===== src/rtl/inject_dispatch_if.sv =====
// Producer/router-facing bundle for the inject dispatcher: one input stream,
// six router inject ports, a local loopback and a busy flag.
interface inject_dispatch_if #(
    parameter int PayloadWidth = 32,
    parameter int lg_numprocs  = 3
);
    localparam int FlitChildWidth = PayloadWidth + 50 + lg_numprocs;

    logic [FlitChildWidth-1:0] in_flit;
    logic                      in_valid;
    logic                      in_ready;
    logic [5:0]                port_ready;
    logic [FlitChildWidth-1:0] inject_xpos;
    logic [FlitChildWidth-1:0] inject_ypos;
    logic [FlitChildWidth-1:0] inject_zpos;
    logic [FlitChildWidth-1:0] inject_xneg;
    logic [FlitChildWidth-1:0] inject_yneg;
    logic [FlitChildWidth-1:0] inject_zneg;
    logic [FlitChildWidth-1:0] local_out;
    logic                      local_valid;
    logic                      busy;

    // Producer / router side: drives the flit stream and per-port ready
    modport master (
        output in_flit, in_valid, port_ready,
        input  in_ready, inject_xpos, inject_ypos, inject_zpos,
               inject_xneg, inject_yneg, inject_zneg,
               local_out, local_valid, busy
    );

    // Dispatcher side
    modport slave (
        input  in_flit, in_valid, port_ready,
        output in_ready, inject_xpos, inject_ypos, inject_zpos,
               inject_xneg, inject_yneg, inject_zneg,
               local_out, local_valid, busy
    );
endinterface


===== src/rtl/inject_dispatch.sv =====
// Transmit-side dispatcher: takes one stream of child-tagged flits, picks a
// torus direction by dimension-order routing (X, then Y, then Z, shortest
// way round), and queues each flit in a per-direction FIFO that drains into
// its router inject port. Flits addressed to this node loop back locally.
module inject_dispatch #(
    parameter logic [2:0] cur_x        = 3'd0,
    parameter logic [2:0] cur_y        = 3'd0,
    parameter logic [2:0] cur_z        = 3'd0,
    parameter int         lg_numprocs  = 3,
    parameter int         PayloadWidth = 32,
    parameter int         QDepth       = 4
) (
    input logic              clk,
    input logic              rst,
    inject_dispatch_if.slave bus
);
    localparam int FlitWidth      = PayloadWidth + 50;
    localparam int FlitChildWidth = FlitWidth + lg_numprocs;
    localparam int ValidBitPos    = PayloadWidth + 49;
    localparam int DstXLsb        = PayloadWidth + 40;
    localparam int DstYLsb        = PayloadWidth + 43;
    localparam int DstZLsb        = PayloadWidth + 46;
    localparam int PtrW           = $clog2(QDepth);
    localparam int CntW           = PtrW + 1;

    typedef enum logic [2:0] {
        TgtXpos  = 3'd0,
        TgtYpos  = 3'd1,
        TgtZpos  = 3'd2,
        TgtXneg  = 3'd3,
        TgtYneg  = 3'd4,
        TgtZneg  = 3'd5,
        TgtLocal = 3'd6
    } target_e;

    // A 3-bit modular difference of 1..4 is reached fastest going positive,
    // 5..7 going negative; a tie at 4 goes positive.
    function automatic target_e routeTarget(input logic [FlitChildWidth-1:0] flit);
        logic [2:0] dx;
        logic [2:0] dy;
        logic [2:0] dz;
        target_e    t;
        dx = flit[DstXLsb +: 3] - cur_x;
        dy = flit[DstYLsb +: 3] - cur_y;
        dz = flit[DstZLsb +: 3] - cur_z;
        if (dx != 3'd0) begin
            t = (dx <= 3'd4) ? TgtXpos : TgtXneg;
        end else if (dy != 3'd0) begin
            t = (dy <= 3'd4) ? TgtYpos : TgtYneg;
        end else if (dz != 3'd0) begin
            t = (dz <= 3'd4) ? TgtZpos : TgtZneg;
        end else begin
            t = TgtLocal;
        end
        return t;
    endfunction

    logic                      stageValid_q, stageValid_d;
    logic [FlitChildWidth-1:0] stageFlit_q,  stageFlit_d;
    target_e                   stageTarget_q, stageTarget_d;

    logic [7:0]                fullVec;
    logic [5:0]                pushVec;
    logic [5:0]                nonEmptyVec;
    logic                      stageBlocked;
    logic                      stageAdvance;
    logic                      acceptIn;
    logic                      toLocal;

    logic                      localValid_q;
    logic [FlitChildWidth-1:0] localOut_q;

    // Entries 6 and 7 of the full vector stand for the never-full loopback
    assign fullVec[7:6] = 2'b00;

    // Handshake: the stage frees up whenever its flit can move on this edge
    always_comb begin
        stageBlocked = fullVec[stageTarget_q];
        stageAdvance = stageValid_q && !stageBlocked;
        bus.in_ready = !stageValid_q || !stageBlocked;
        acceptIn     = bus.in_valid && bus.in_ready;
        toLocal      = stageAdvance && (stageTarget_q == TgtLocal);
    end

    // Stage next state: reload on accept (valid bit forced), empty on drain
    always_comb begin
        stageValid_d  = stageValid_q;
        stageFlit_d   = stageFlit_q;
        stageTarget_d = stageTarget_q;
        if (acceptIn) begin
            stageValid_d             = 1'b1;
            stageFlit_d              = bus.in_flit;
            stageFlit_d[ValidBitPos] = 1'b1;
            stageTarget_d            = routeTarget(bus.in_flit);
        end else if (stageAdvance) begin
            stageValid_d = 1'b0;
        end
    end

    // Stage register
    always_ff @(posedge clk or negedge rst) begin
        if (!rst) begin
            stageValid_q  <= 1'b0;
            stageFlit_q   <= '0;
            stageTarget_q <= TgtXpos;
        end else begin
            stageValid_q  <= stageValid_d;
            stageFlit_q   <= stageFlit_d;
            stageTarget_q <= stageTarget_d;
        end
    end

    // Loopback: one registered cycle per local flit, no backpressure
    always_ff @(posedge clk or negedge rst) begin
        if (!rst) begin
            localValid_q <= 1'b0;
            localOut_q   <= '0;
        end else begin
            localValid_q <= toLocal;
            localOut_q   <= toLocal ? stageFlit_q : '0;
        end
    end

    for (genvar p = 0; p < 6; p++) begin : fifoGen
        logic [FlitChildWidth-1:0] memQ [QDepth];
        logic [PtrW-1:0]           wrPtr_q;
        logic [PtrW-1:0]           rdPtr_q;
        logic [CntW-1:0]           count_q;
        logic [FlitChildWidth-1:0] injectFlit_q;
        logic                      popNow;

        assign pushVec[p]     = stageAdvance && (stageTarget_q == 3'(p));
        assign popNow         = (count_q != '0) && bus.port_ready[p];
        assign fullVec[p]     = (count_q == CntW'(QDepth));
        assign nonEmptyVec[p] = (count_q != '0);

        // Storage write; contents need no reset since the count guards them
        always_ff @(posedge clk) begin
            if (pushVec[p]) begin
                memQ[wrPtr_q] <= stageFlit_q;
            end
        end

        // Pointers wrap naturally at the power-of-two depth
        always_ff @(posedge clk or negedge rst) begin
            if (!rst) begin
                wrPtr_q <= '0;
                rdPtr_q <= '0;
                count_q <= '0;
            end else begin
                if (pushVec[p]) begin
                    wrPtr_q <= wrPtr_q + PtrW'(1);
                end
                if (popNow) begin
                    rdPtr_q <= rdPtr_q + PtrW'(1);
                end
                count_q <= count_q + CntW'(pushVec[p]) - CntW'(popNow);
            end
        end

        // Inject register shows a popped flit for exactly one cycle, else zero
        always_ff @(posedge clk or negedge rst) begin
            if (!rst) begin
                injectFlit_q <= '0;
            end else begin
                injectFlit_q <= popNow ? memQ[rdPtr_q] : '0;
            end
        end
    end

    assign bus.inject_xpos = fifoGen[0].injectFlit_q;
    assign bus.inject_ypos = fifoGen[1].injectFlit_q;
    assign bus.inject_zpos = fifoGen[2].injectFlit_q;
    assign bus.inject_xneg = fifoGen[3].injectFlit_q;
    assign bus.inject_yneg = fifoGen[4].injectFlit_q;
    assign bus.inject_zneg = fifoGen[5].injectFlit_q;
    assign bus.local_out   = localOut_q;
    assign bus.local_valid = localValid_q;
    assign bus.busy        = stageValid_q || (|nonEmptyVec);
endmodule

===== src/flat_wrapper.sv =====
// flat-port wrapper written by rule: the top's interface ports become plain ports
module inject_dispatch_flat 
#(
    parameter logic [2:0] cur_x        = 3'd0,
    parameter logic [2:0] cur_y        = 3'd0,
    parameter logic [2:0] cur_z        = 3'd0,
    parameter int         lg_numprocs  = 3,
    parameter int         PayloadWidth = 32,
    parameter int         QDepth       = 4
)
  (clk, rst, bus_in_flit, bus_in_valid, bus_port_ready, bus_in_ready, bus_inject_xpos, bus_inject_ypos, bus_inject_zpos, bus_inject_xneg, bus_inject_yneg, bus_inject_zneg, bus_local_out, bus_local_valid, bus_busy);
  inject_dispatch_if #(.PayloadWidth(PayloadWidth), .lg_numprocs(lg_numprocs)) bus_i ();
  input logic clk;
  input logic rst;
  input wire logic [$bits(bus_i.in_flit)-1:0] bus_in_flit;
  input wire logic [$bits(bus_i.in_valid)-1:0] bus_in_valid;
  input wire logic [$bits(bus_i.port_ready)-1:0] bus_port_ready;
  output wire logic [$bits(bus_i.in_ready)-1:0] bus_in_ready;
  output wire logic [$bits(bus_i.inject_xpos)-1:0] bus_inject_xpos;
  output wire logic [$bits(bus_i.inject_ypos)-1:0] bus_inject_ypos;
  output wire logic [$bits(bus_i.inject_zpos)-1:0] bus_inject_zpos;
  output wire logic [$bits(bus_i.inject_xneg)-1:0] bus_inject_xneg;
  output wire logic [$bits(bus_i.inject_yneg)-1:0] bus_inject_yneg;
  output wire logic [$bits(bus_i.inject_zneg)-1:0] bus_inject_zneg;
  output wire logic [$bits(bus_i.local_out)-1:0] bus_local_out;
  output wire logic [$bits(bus_i.local_valid)-1:0] bus_local_valid;
  output wire logic [$bits(bus_i.busy)-1:0] bus_busy;
  assign bus_i.in_flit = bus_in_flit;
  assign bus_i.in_valid = bus_in_valid;
  assign bus_i.port_ready = bus_port_ready;
  assign bus_in_ready = bus_i.in_ready;
  assign bus_inject_xpos = bus_i.inject_xpos;
  assign bus_inject_ypos = bus_i.inject_ypos;
  assign bus_inject_zpos = bus_i.inject_zpos;
  assign bus_inject_xneg = bus_i.inject_xneg;
  assign bus_inject_yneg = bus_i.inject_yneg;
  assign bus_inject_zneg = bus_i.inject_zneg;
  assign bus_local_out = bus_i.local_out;
  assign bus_local_valid = bus_i.local_valid;
  assign bus_busy = bus_i.busy;
  inject_dispatch #(.cur_x(cur_x), .cur_y(cur_y), .cur_z(cur_z), .lg_numprocs(lg_numprocs), .PayloadWidth(PayloadWidth), .QDepth(QDepth)) u_core (.clk(clk), .rst(rst), .bus(bus_i));
endmodule

===== config.mk =====
export PLATFORM = sky130hd
export DESIGN_NAME = inject_dispatch_flat
export DESIGN_NICKNAME = d
export VERILOG_FILES = /design/src/rtl/inject_dispatch_if.sv /design/src/rtl/inject_dispatch.sv /design/src/flat_wrapper.sv
export SDC_FILE = /design/constraint.sdc
export NUM_CORES = 2
export LEC_CHECK = 0
export CAP_MARGIN = 20
export CORE_MARGIN = 3
export CORE_UTILIZATION = 50
export DETAILED_ROUTE_END_ITERATION = 12
export GPL_ROUTABILITY_DRIVEN = 0
export GPL_TIMING_DRIVEN = 0
export PLACE_DENSITY = 0.72
export SYNTH_ARGS = -nofsm -noshare
export SYNTH_HDL_FRONTEND = slang
export SYNTH_SLANG_ARGS = --single-unit
export TNS_END_PERCENT = 5

===== constraint.sdc =====
create_clock -name clk -period 3.6 [get_ports clk]
set_input_delay 0.54 -clock clk [delete_from_list [all_inputs] [get_ports clk]]
set_output_delay 0.54 -clock clk [all_outputs]
set_load 0.005 [all_outputs]

==> impl_metrics.env <==
export IMPL_postRouteAntennaNets=0
export IMPL_vias_per_cell=5.68
export IMPL_synth_warnings=0
export IMPL_synth_edf_count=2040
export IMPL_grt_usage_pct=25.5
export IMPL_fin_cells=8311
export IMPL_path_class="flop to output pin"
export IMPL_clk_pin_slew_ns=0.06
export IMPL_synth_nets=4531
export IMPL_clk_latency_ns=0.93
export IMPL_maxCapViolCount=0
export IMPL_rsz0062_at_grt="no"
export IMPL_final_core_util_pct=61.4
export IMPL_dieWidth_um=449
export IMPL_drc_errors=0
export IMPL_slew_headroom_pct=20.1
export IMPL_htree_levels=5
export IMPL_hp_class="primary input to async pin"
export IMPL_syn_instance_count=4394
export IMPL_synth_cell_types=40
export IMPL_num_vias=47200
export IMPL_min_period_ns=3.47
export IMPL_holdWs_ns=0.180
export IMPL_ys_seq_area_share_pct=80.8
export IMPL_timing_final_crit_share_pct=96.3
export IMPL_power_density_nw_per_um2=796
export IMPL_area_delta_synth_final_pct=21.9
export IMPL_ys_ff_latch=2767
export IMPL_drive_above_1_share_pct=20.7
export IMPL_first_iter_violations=4809
export IMPL_slew_viol_final=0
export IMPL_async_flop_share_pct=26.3
export IMPL_worst_slew_pin_slew_ns=1.20
export IMPL_status="finished clean"
export IMPL_irDropWorstVdd_mv=0.447
export IMPL_placed_cells=7778
export IMPL_syn_area_per_cell_um2=22.4
export IMPL_crit_arrival_ns=2.93
export IMPL_ioPinCount=692
export IMPL_worstPathRequired_ns=3.06
export IMPL_cts_made_buffers=291
export IMPL_drtPass1Iterations=5
export IMPL_nets=5597
export IMPL_finalHoldViolations=0
export IMPL_netlist_area_um2=98300
export IMPL_wl_met3_um=16300
export IMPL_synth_flop_cell="edfxtp_1"
export IMPL_coreArea_um2=195000
export IMPL_highest_layer="met4"
export IMPL_wl_met2_um=128000
export IMPL_cts_root_buf="clkbuf_16"
export IMPL_grt_pass1_vias=49200
export IMPL_dp_hpwl_um=165000
export IMPL_cts_setup_buffers=0
export IMPL_clock_sinks=2767
export IMPL_wl_met1_um=99500
export IMPL_grt_pass1_wl_um=364000
export IMPL_end_kind="output pin"
export IMPL_antenna_found_initial=22
export IMPL_skew_ns=0.0701
export IMPL_die_h_um=449
export IMPL_rows=162
export IMPL_cts_tree="built"
export IMPL_clock_path_buffers=4
export IMPL_setup_viol=0
export IMPL_grt_max_degree=118
export IMPL_portBuffers=690
export IMPL_leakage_nw=42.8
export IMPL_fmax_mhz=289
export IMPL_nFillCells=13300
export IMPL_worstSetupStartpointType="flop"
export IMPL_drt_wirelength_per_cell_um=30.8
export IMPL_start_util_pct=50.4
export IMPL_cp_max_fo=10
export IMPL_routed_wl_um=256000
export IMPL_gr_total_overflow=0
export IMPL_fp_dieArea_um2=202000
[per-stage QoR]
| step | setup slack, ns | setup TNS (ns) | area, µm² | total power, mW |
|---|---|---|---|---|
| finish | 0.134 | 0 | 120000 | 95.4 |
| global route | 0.000202 | 0 | 120000 | 99.0 |
| CTS | -0.00251 | -0.00251 | 120000 | 96.2 |
| detailed placement | -0.479 | -3.58 | 110000 | 66.8 |
| global placement | -32.17 | - | 108000 | 66.1 |
| floorplan | -0.396 | -583.84 | 98300 | 54.0 |
[final timing paths]
path                            slack [ns]  depth (start not counted)                    startpoint                           end
worst max-delay path                  0.13                          6       u_core.stageTarget_q[0]                  bus_in_ready
worst min-delay path                  0.18                          2                           rst        u_core.stageFlit_q[55]
worst max register to register        0.25                         11  u_core.fifoGen[0].count_q[1]  u_core.fifoGen[0].count_q[2]
worst min register to register        0.50                          1  u_core.fifoGen[1].count_q[2]  u_core.fifoGen[1].count_q[2]
max in group asynchronous             1.44                          5                           rst    u_core.bus.inject_xpos[12]
min in group clk                      0.23                          2               bus_in_flit[60]        u_core.stageFlit_q[60]
[cell type report]
type                       instances  area [µm²]  area share, %
antenna                           10        25.0         0.0209
sequential                      2767       79500           66.3
clock inverter                   109        1160          0.969
tap                             2624        3280           2.74
inverter                          44         165          0.138
clock buffer                     401        8200           6.85
multi-input combinational       1360       17800           14.9
buffer                           222         948          0.792
timing repair buffer             774        8740           7.29
[cells in the mapped netlist, types with 3 or more instances]
cell	number	share of area [%]
buf_1	36	0.14
mux2_2	62	0.71
nand2b_1	7	0.045
fa_1	6	0.12
xnor2_1	25	0.22
buf_4	6	0.046
ha_1	37	0.47
a21oi_1	3	0.015
mux4_2	511	12
dfrtp_1	727	19
nor2_1	3	0.011
nand2_1	12	0.046
edfxtp_1	2040	62
mux2_4	28	0.43
or3_1	4	0.025
o21ai_0	5	0.025
buf_8	3	0.046
nor3b_1	5	0.038
and3_1	255	1.6
nor3_1	7	0.036
and2_1	367	2.3
xor2_1	5	0.045
buf_2	19	0.097
clkbuf_1	157	0.60
inv_1	44	0.17
[report_power, final]
group / internal [mW] / total [mW] / switching, mW
clock network: 17.6 / 29.4 / 11.8
registers: 39.9 / 43.8 / 3.87
logic: 11.5 / 22.2 / 10.7
total: 69.0 / 95.4 / 26.4
[critical path, cell delays in order (launching register included)]
cell and delay (ns):
dfrtp_1 0.37, buf_6 0.14, or4b_2 0.69, a21oi_1 0.21, mux2_2 0.20, nand2_1 0.05
clkdlybuf4s15_1 0.40
[state kept, by name (all words and copies together) (netlist names)]
name	count
u_core.bus.inject_xneg	85
u_core.bus.inject_xpos	85
u_core.bus.inject_yneg	85
u_core.bus.inject_ypos	85
u_core.bus.inject_zneg	85
u_core.bus.inject_zpos	85
u_core.bus.local_out	85
u_core.bus.local_valid	1
u_core.fifoGen.count_q	18
u_core.fifoGen.memQ	2040
u_core.fifoGen.rdPtr_q	12
u_core.fifoGen.wrPtr_q	12
u_core.stageFlit_q	85
u_core.stageTarget_q	3
u_core.stageValid_q	1
[metal layers]
layer / global-route usage, % / vias to the layer above
met2: 41.8 / 1936
met3: 4.20 / 436
li1: - / 19500
met1: 34.1 / 25400
met5: 0 / -
met4: 11.5 / 0
[cells by family after synthesis]
family	after synthesis	share of synthesized area [%]
AND/OR/NAND/NOR	670	4.24
XOR/XNOR	30	0.267
multiplexers	601	12.8
adder cells (fa/ha/maj)	43	0.593
buffers and inverters	267	1.12
AO/OA/AOI/OAI	16	0.109
flip-flops	2767	80.8
[layout by cell type (no fill, tap or decap), types with 9 or more instances in the layout]
cell / n
mux2_4: 28
ha_1: 37
clkinv_1: 27
and2_4: 24
diode_2: 10
dfrtp_1: 727
buf_2: 21
and2_1: 343
mux2_2: 62
and3_1: 255
nand2_1: 12
mux4_2: 511
clkinv_2: 37
clkbuf_1: 215
clkdlybuf4s50_1: 687
xnor2_1: 25
buf_1: 35
buf_8: 29
clkbuf_8: 37
clkinvlp_4: 9
clkbuf_16: 298
buf_16: 41
bufinv_16: 23
inv_1: 44
buf_12: 15
edfxtp_1: 2040
[repair_timing]
action                     CTS  global route
gates resized for setup     10             4
setup endpoints to repair    2           162
hold endpoints to repair   111             0
hold buffers                 1             0
No activity file was read; power rests on OpenSTA's default activity.
